<file path="config.mk">
export PLATFORM = sky130hd
export DESIGN_NAME = fp_norm_shift_pipe
export DESIGN_NICKNAME = d
export VERILOG_FILES = /design/src/rtl/fp_norm_shift_pipe.sv
export SDC_FILE = /design/constraint.sdc
export NUM_CORES = 1
export LEC_CHECK = 0
export ABC_AREA = 1
export CORE_MARGIN = 3
export CORE_UTILIZATION = 53
export DETAILED_ROUTE_END_ITERATION = 8
export GPL_TIMING_DRIVEN = 0
export PLACE_DENSITY = 0.81
export SLEW_MARGIN = 20
export SYNTH_ARGS = -nofsm -noshare
export SYNTH_HDL_FRONTEND = slang
export SYNTH_SLANG_ARGS = --single-unit
</file>
<file path="constraint.sdc">
create_clock -name CLK -period 1.9 [get_ports CLK]
set_clock_uncertainty 0.1 [all_clocks]
set_input_delay 0.475 -clock CLK [delete_from_list [all_inputs] [get_ports CLK]]
set_output_delay 0.475 -clock CLK [all_outputs]
set_load 0.02 [all_outputs]
</file>
<file path="src/rtl/fp_norm_shift_pipe.sv">
// Two-stage normalisation shifter (coarse x4 then fine 0..3) with valid/ready flow control.
// Define FP_NORM_SHIFT_RIGHT_EN to enable right shifts (in_dir=1) with sticky collection.
module fp_norm_shift_pipe #(
  parameter int W   = 26,
  parameter int SHW = 5
) (
  input  logic           CLK,
  input  logic           RSTn,
  input  logic           in_valid,
  output logic           in_ready,
  input  logic [W-1:0]   in_mant,
  input  logic [SHW-1:0] in_shift,
  input  logic           in_mode,
  input  logic           in_dir,
  output logic           out_valid,
  input  logic           out_ready,
  output logic [W-1:0]   out_mant,
  output logic [SHW-1:0] out_shift,
  output logic           out_zero,
  output logic           out_sticky
);

  if ((2 ** SHW) <= W) begin : g_bad_cfg
    $error("fp_norm_shift_pipe: 2**SHW must exceed W");
  end

  localparam logic [SHW-1:0] W_AMT = SHW'(W);
  localparam logic [W-1:0]   ONES  = {W{1'b1}};

  // Stage registers
  logic           s1_valid, s2_valid;
  logic [W-1:0]   s1_mant, s2_mant;
  logic [1:0]     s1_fine;
  logic [SHW-1:0] s1_shift, s2_shift;
  logic           s2_zero;

  // Flow control: stage 2 advances when empty or drained; stage 1 when it can pass on.
  logic s2_en, s1_load;
  assign s2_en    = !s2_valid || out_ready;
  assign s1_load  = !s1_valid || s2_en;
  assign in_ready = s1_load;

  // Shift amount selection and saturation
  logic [SHW-1:0] lzc, amt, sat_amt, coarse;
  logic           sat;

  // NOTE: every always_comb variable gets a default before any conditional update, so no latch is inferred.
  always_comb begin
    lzc = W_AMT;
    for (int i = 0; i < W; i++) begin
      if (in_mant[i]) lzc = SHW'(W - 1 - i);
    end
  end

  assign amt     = in_mode ? lzc : in_shift;
  assign sat     = (amt >= W_AMT);
  assign sat_amt = sat ? W_AMT : amt;
  assign coarse  = {amt[SHW-1:2], 2'b00};

  // Coarse shift
  logic [W-1:0] c_mant;

`ifdef FP_NORM_SHIFT_RIGHT_EN
  logic dir, c_sticky, s1_dir, s1_sticky, s2_sticky;
  assign dir = in_dir && !in_mode;

  always_comb begin
    c_mant   = in_mant << coarse;
    c_sticky = 1'b0;
    if (dir) begin
      c_mant   = in_mant >> coarse;
      c_sticky = |(in_mant & ~(ONES << coarse));
    end
    if (sat) begin
      c_mant   = '0;
      c_sticky = dir && (|in_mant);
    end
  end
`else
  logic unused_dir;
  assign unused_dir = in_dir;

  always_comb begin
    c_mant = in_mant << coarse;
    if (sat) c_mant = '0;
  end
`endif

  // Fine shift
  logic [W-1:0] f_mant;

`ifdef FP_NORM_SHIFT_RIGHT_EN
  logic f_sticky;
  always_comb begin
    f_mant   = s1_mant << s1_fine;
    f_sticky = s1_sticky;
    if (s1_dir) begin
      f_mant   = s1_mant >> s1_fine;
      f_sticky = s1_sticky || (|(s1_mant & ~(ONES << s1_fine)));
    end
  end
`else
  always_comb f_mant = s1_mant << s1_fine;
`endif

  // NOTE: sequential state uses non-blocking assignments so every register samples pre-edge values.
  always_ff @(posedge CLK or negedge RSTn) begin
    if (!RSTn) begin
      s1_valid <= 1'b0;
      // NOTE: data registers are reset too, because the outputs must read 0 after reset.
      s1_mant  <= '0;
      s1_fine  <= '0;
      s1_shift <= '0;
`ifdef FP_NORM_SHIFT_RIGHT_EN
      s1_dir    <= 1'b0;
      s1_sticky <= 1'b0;
`endif
    end else if (s1_load) begin
      s1_valid <= in_valid;
      if (in_valid) begin
        s1_mant  <= c_mant;
        s1_fine  <= amt[1:0];
        s1_shift <= sat_amt;
`ifdef FP_NORM_SHIFT_RIGHT_EN
        s1_dir    <= dir;
        s1_sticky <= c_sticky;
`endif
      end
    end
  end

  always_ff @(posedge CLK or negedge RSTn) begin
    if (!RSTn) begin
      s2_valid <= 1'b0;
      s2_mant  <= '0;
      s2_shift <= '0;
      s2_zero  <= 1'b0;
`ifdef FP_NORM_SHIFT_RIGHT_EN
      s2_sticky <= 1'b0;
`endif
    end else if (s2_en) begin
      s2_valid <= s1_valid;
      if (s1_valid) begin
        s2_mant  <= f_mant;
        s2_shift <= s1_shift;
        s2_zero  <= (f_mant == '0);
`ifdef FP_NORM_SHIFT_RIGHT_EN
        s2_sticky <= f_sticky;
`endif
      end
    end
  end

  assign out_valid = s2_valid;
  assign out_mant  = s2_mant;
  assign out_shift = s2_shift;
  assign out_zero  = s2_zero;
`ifdef FP_NORM_SHIFT_RIGHT_EN
  assign out_sticky = s2_sticky;
`else
  assign out_sticky = 1'b0;
`endif

endmodule

</file>
=== Word-level counts from Yosys, hierarchy flattened ===
Index checks and enable logic that the tools add are counted.

* Flip-flop bits (word level): 67
* Input port bits: 37
* Output and inout port bits: 35

* Order comparisons: 1
* Shifts and indexed selects: 2
* Muxes and demuxes: 29
* Reduce and logical (&&, ||, !) cells: 7

{| class="wikitable"
|+ Operators by type and width
! operator !! count
|-
| $mux 5 || 25
|-
| $logic_not 26->1 || 1
|-
| $mux 26 || 1
|-
| $shl 26x2->26 || 1
|-
| $shl 26x5->26 || 1
|-
| $ge 5x5->1 const B || 1
|-
| $mux 2 || 2
|-
| $mux 4 || 1
|-
| $reduce_and 2->1 || 2
|-
| $logic_not 1->1 || 2
|-
| $logic_or 1x1->1 || 2
|}

=== Depth between registers and ports, before layout ===
* Depth after elaboration: 29
* Depth in mapped cells: 29
* Gate-level depth less buffers: 29

=== Worst setup path before layout ===
No wires, ideal clock.

* Kind: input port to flip-flop
* From: input in_mant[9]
* To: register s1_mant[24]
* Buffers on the path: 1
* Library setup time: 0.121 ns
* Slack: -0.115 ns
* Data required time: 1.679 ns
* Arrival: 1.794 ns
* Stages: 12
* Path through: nor4_2 a21oi_1 nor2_1 o211ai_2 o21ai_4 buf_8 nand2_1 o21ai_2 nand2_1 o21ai_1 o22ai_1 a22o_1

* Longest elaborated chain between the ends: 20
* Elaborated cells on any way between the ends: 21
* Those cells by class: order compare: 1; shift: 1; mux: 19

{| class="wikitable"
|+ RTL lines
! item !! line !! source
|-
| from (decl) || 11 || <nowiki>input logic [W-1:0] in_mant,</nowiki>
|-
| $mux 5 * (17 in series) || 51 || <nowiki>if (in_mant[i]) lzc = SHW'(W - 1 - i);</nowiki>
|-
| $mux 5 * || 55 || <nowiki>assign amt = in_mode ? lzc : in_shift;</nowiki>
|-
| $shl 26x5->26 or $ge 5x5->1 (tied branches) || 84, 56 ||
|-
| $mux 26 * || 85 || <nowiki>if (sat) c_mant = '0;</nowiki>
|-
| to (signal assigned) || 121 || <nowiki>s1_mant <= c_mant;</nowiki>
|-
| to (decl) || 32 || <nowiki>logic [W-1:0] s1_mant, s2_mant;</nowiki>
|}

Mark *: on every way between the ends. The rest lies on a longest branch, timed or not.
A chain may end at the register's enable or synchronous reset.

=== Worst setup path after layout ===
* From: input in_mant[2]
* To: register s1_mant[25]

* Longest elaborated chain between the ends: 27
* Elaborated cells on any way between the ends: 28
* Those cells by class: order compare: 1; shift: 1; mux: 26

{| class="wikitable"
|+ RTL lines
! item !! line
|-
| $mux 4 * || 51
|-
| $mux 5 * (23 in series) || 51
|-
| $mux 5 * || 55
|-
| $shl 26x5->26 or $ge 5x5->1 (tied branches) || 84, 56
|-
| $mux 26 * || 85
|}

Marks and branches as above.

==> results.toml <==
[sta]
timing.final.ws_setup_ns = -0.288
fmax_mhz = 457
setup_viol = 29
final_hold_viol_count = 0
period_minus_slack_ns = 2.19
holdWs_ns = 0.387
period_share_pct = 115
slew_headroom_pct = 65.9
slew_violations = 0
tns_ns = -2.80
tightest_slew_ns = 0.512
rsz0062_at_grt = "yes"

[critical_path]
crit_arrival_ns = 2.36
crit_slowest_cell = "o21ai_0"
path_depth = 13
cp_num_buf_inv = 2
cp_max_fo = 5
path_delay_family = "compound AO/OA/AOI/OAI gates"
endpoint = "s1_mant[25]"
r2r_setup_slack_ns = -0.17
worst_setup_path_start_kind = "input port"
setup.worst_path.start = "in_mant[2]"
worstPathCellList = "buf_8, nor2_4, nand3_2, a21oi_2, nor2_2, o211ai_2, o21ai_4, buf_6, o21ai_0, o21ai_1, o22ai_1, nand2_1, o21ai_1"
cpPeakStageDelay_ns = 0.36
end_kind = "flop"
cp_common_cell = "o21ai_1"
reg2reg_from = "s1_fine[0]"
r2r_end = "out_zero"
worstSetupPathType = "input port to flop"
required_ns = 2.07
reg2regPathDepth = 7

[floorplan]
die_width_um = 92.6
design.die.area_um2 = 8580
num_rows = 30
core_area_um2 = 7020
fp.dieH_um = 92.6
initial_utilization_pct = 56.6
io_pins = 72

[yosys]
synth_edf_count = 0
synthesis.area_um2 = 3980
synth_nets = 578
yosys_warnings = 0
synth_cell_types = 39
synth_ff_type = "dfrtp_1"
seq_area_frac_synth_pct = 42.2
synth_top_area_share_pct = 42.2
synth.avg_cell_area_um2 = 7.35
synthTopCellsByCount = "nand2_1, o21ai_0, dfrtp_1, inv_1, nor2_1"
synth_cells = 541
yosysTopAreaCell = "dfrtp_1"
async_reset_ff_share_pct = 100
ys_seq_elements = 67
synth.most_common_cell = "nand2_1"
synth.area.top_cells = "dfrtp_1, nand2_1, o21ai_0, inv_1, mux2i_1"

[final_layout]
design_area_um2 = 5960
area_growth_syn_to_layout_pct = 50.0
antenna_cells_inserted = 0
nNetsFinal = 701
n_fill_cell = 388
drive_gt1_share_pct = 30.6
final_core_util_pct = 84.9

[cts]
clkSlewWorstSetupHoldPaths_ns = 0.07
htree_levels = 3
cts_sinks = 67
numCtsBuffers = 9
clockBufferDepth = 2
clkLatencyLatePin_ns = 0.36
cts-root-buf = "clkbuf_8"
tritoncts = "built"

[grt]
track_usage_pct = 28.6
antenna_found_initial = 0
grt_pass1_vias = 4130
grt_max_degree = 44
grt_pass1_wl_mm = 19.5
overflow = 0

[drt]
vias = 4693
first_iter_violations = 522
routed_wl_mm = 14.7
firstDrtPassIters = 5
wl_per_cell_um = 19.2
drc = 0
ant_nets = 0
via_per_inst = 6.13

[power_and_ir_drop]
p_seq_share_pct = 34.5
swShare_pct = 38.6
p_int_mw = 3.54
ir_drop_mv = 0.482
leakagePower_nw = 3.03
p_comb_share_pct = 43.5
powerDensity_nw_per_um2 = 966
p_sw_mw = 2.22
p_clk_share_pct = 22.0

[outcome]
status = "finished with violations"
violations = "negative setup slack"

[placed_design]
hpwl_mm = 8.55
pre_cts_slack_ns = -1.01
gp_congestion = 0.926
portBuffers = 69
dpl_cell_area_um2 = 4850

[flow_run]
drv_cap = 0

[hold_path]
hp-class = "flop to flop"
min-delay-start = "s1_shift[0]"
layout make-up:
| class | count | area, um2 | area share [%] |
|---|---|---|---|
| inverters | 68 | 277 | 4.64 |
| plain buffers | 29 | 255 | 4.28 |
| clock buffers | 10 | 128 | 2.14 |
| repair buffers | 113 | 1140 | 19.1 |
| flip-flops and latches | 67 | 1680 | 28.1 |
| clock inverters | 6 | 80.1 | 1.34 |
| multi-input cells | 376 | 2280 | 38.3 |
| well taps | 96 | 120 | 2.01 |
power by group through the flow:
stage	Clock, mW	Sequential, mW	Combinational [mW]
after floorplan	0	2.26	0.886
after global placement	0	1.97	2.03
after detailed placement	0	1.99	2.08
after CTS	1.24	1.97	2.23
after global routing	1.31	2.02	2.67
final	1.26	1.99	2.50
per-layer routing:
metal / part of all wire (%) / global-route usage [%] / up-vias
li1: - / - / 2044
met1: 35 / 33.7 / 2138
met2: 48 / 49.2 / 391
met3: 8.6 / 4.63 / 120
met4: 8.0 / 16.2 / 0
met5: 0 / 0 / -
tightest hold or removal path: stages, from the launching register on:
cell,delay (ns)
dfrtp_1,0.35
nand2_1,0.06
nand2_1,0.05
cells by family (layout without fill, tap and decap cells):
| group | count (synthesis) | in the layout | synth area share (%) |
|---|---|---|---|
| AND/OR/NAND/NOR | 209 | 209 | 21.2 |
| AO/OA/AOI/OAI | 155 | 155 | 23.1 |
| buffers and inverters | 98 | 226 | 10.6 |
| flip-flops | 67 | 67 | 42.2 |
| multiplexers | 11 | 11 | 2.77 |
| other | 1 | 1 | 0.0943 |
sequential cells by signal, summed over array words and instances (netlist names):
register   count
out_mant      26
s1_mant       26
out_shift      5
s1_shift       5
s1_fine        2
out_valid      1
out_zero       1
s1_valid       1
per-stage QoR:
step	std cells	total power, mW
CTS	742	5.44
global placement	706	4.00
finish	765	5.76
global route	765	6.00
detailed placement	707	4.07
floorplan	541	3.15
timing repair:
action	4_1_cts	5_1_grt
endpoints found under the setup margin	36	53
hold buffers	1	0
pin swaps	32	36
cloned	4	4
gates resized for setup	178	118
endpoints found under the hold margin	24	0
setup buffers	14	21
cells in the final DEF, fill, tap and decap left out, drive strengths merged, types with 5 or more instances in the layout:
master | Yosys | routed
dfrtp | 67 | 67
dlymetal6s2s | 0 | 20
dlygate4sd2 | 0 | 5
nand2 | 159 | 159
clkinv | 1 | 5
o21ai | 109 | 109
o22ai | 16 | 16
nand4 | 6 | 6
mux2i | 11 | 11
a21oi | 8 | 8
nor2 | 27 | 27
clkbuf | 15 | 30
o221ai | 8 | 8
inv | 67 | 67
buf | 15 | 73
o211ai | 7 | 7
nand3 | 14 | 14
clkdlybuf4s50 | 0 | 19
worst min-delay path by stage:
stage,to,slack [ns],cells past startpoint
2_1_floorplan,out_mant[0],0.08,0
3_3_place_gp,out_shift[3],0.36,2
3_5_place_dp,out_mant[13],0.30,1
4_1_cts,s1_shift[0],0.38,2
5_1_grt,s1_shift[0],0.41,2
6_report,out_shift[0],0.39,2
Power figures use the tool's default switching activity.
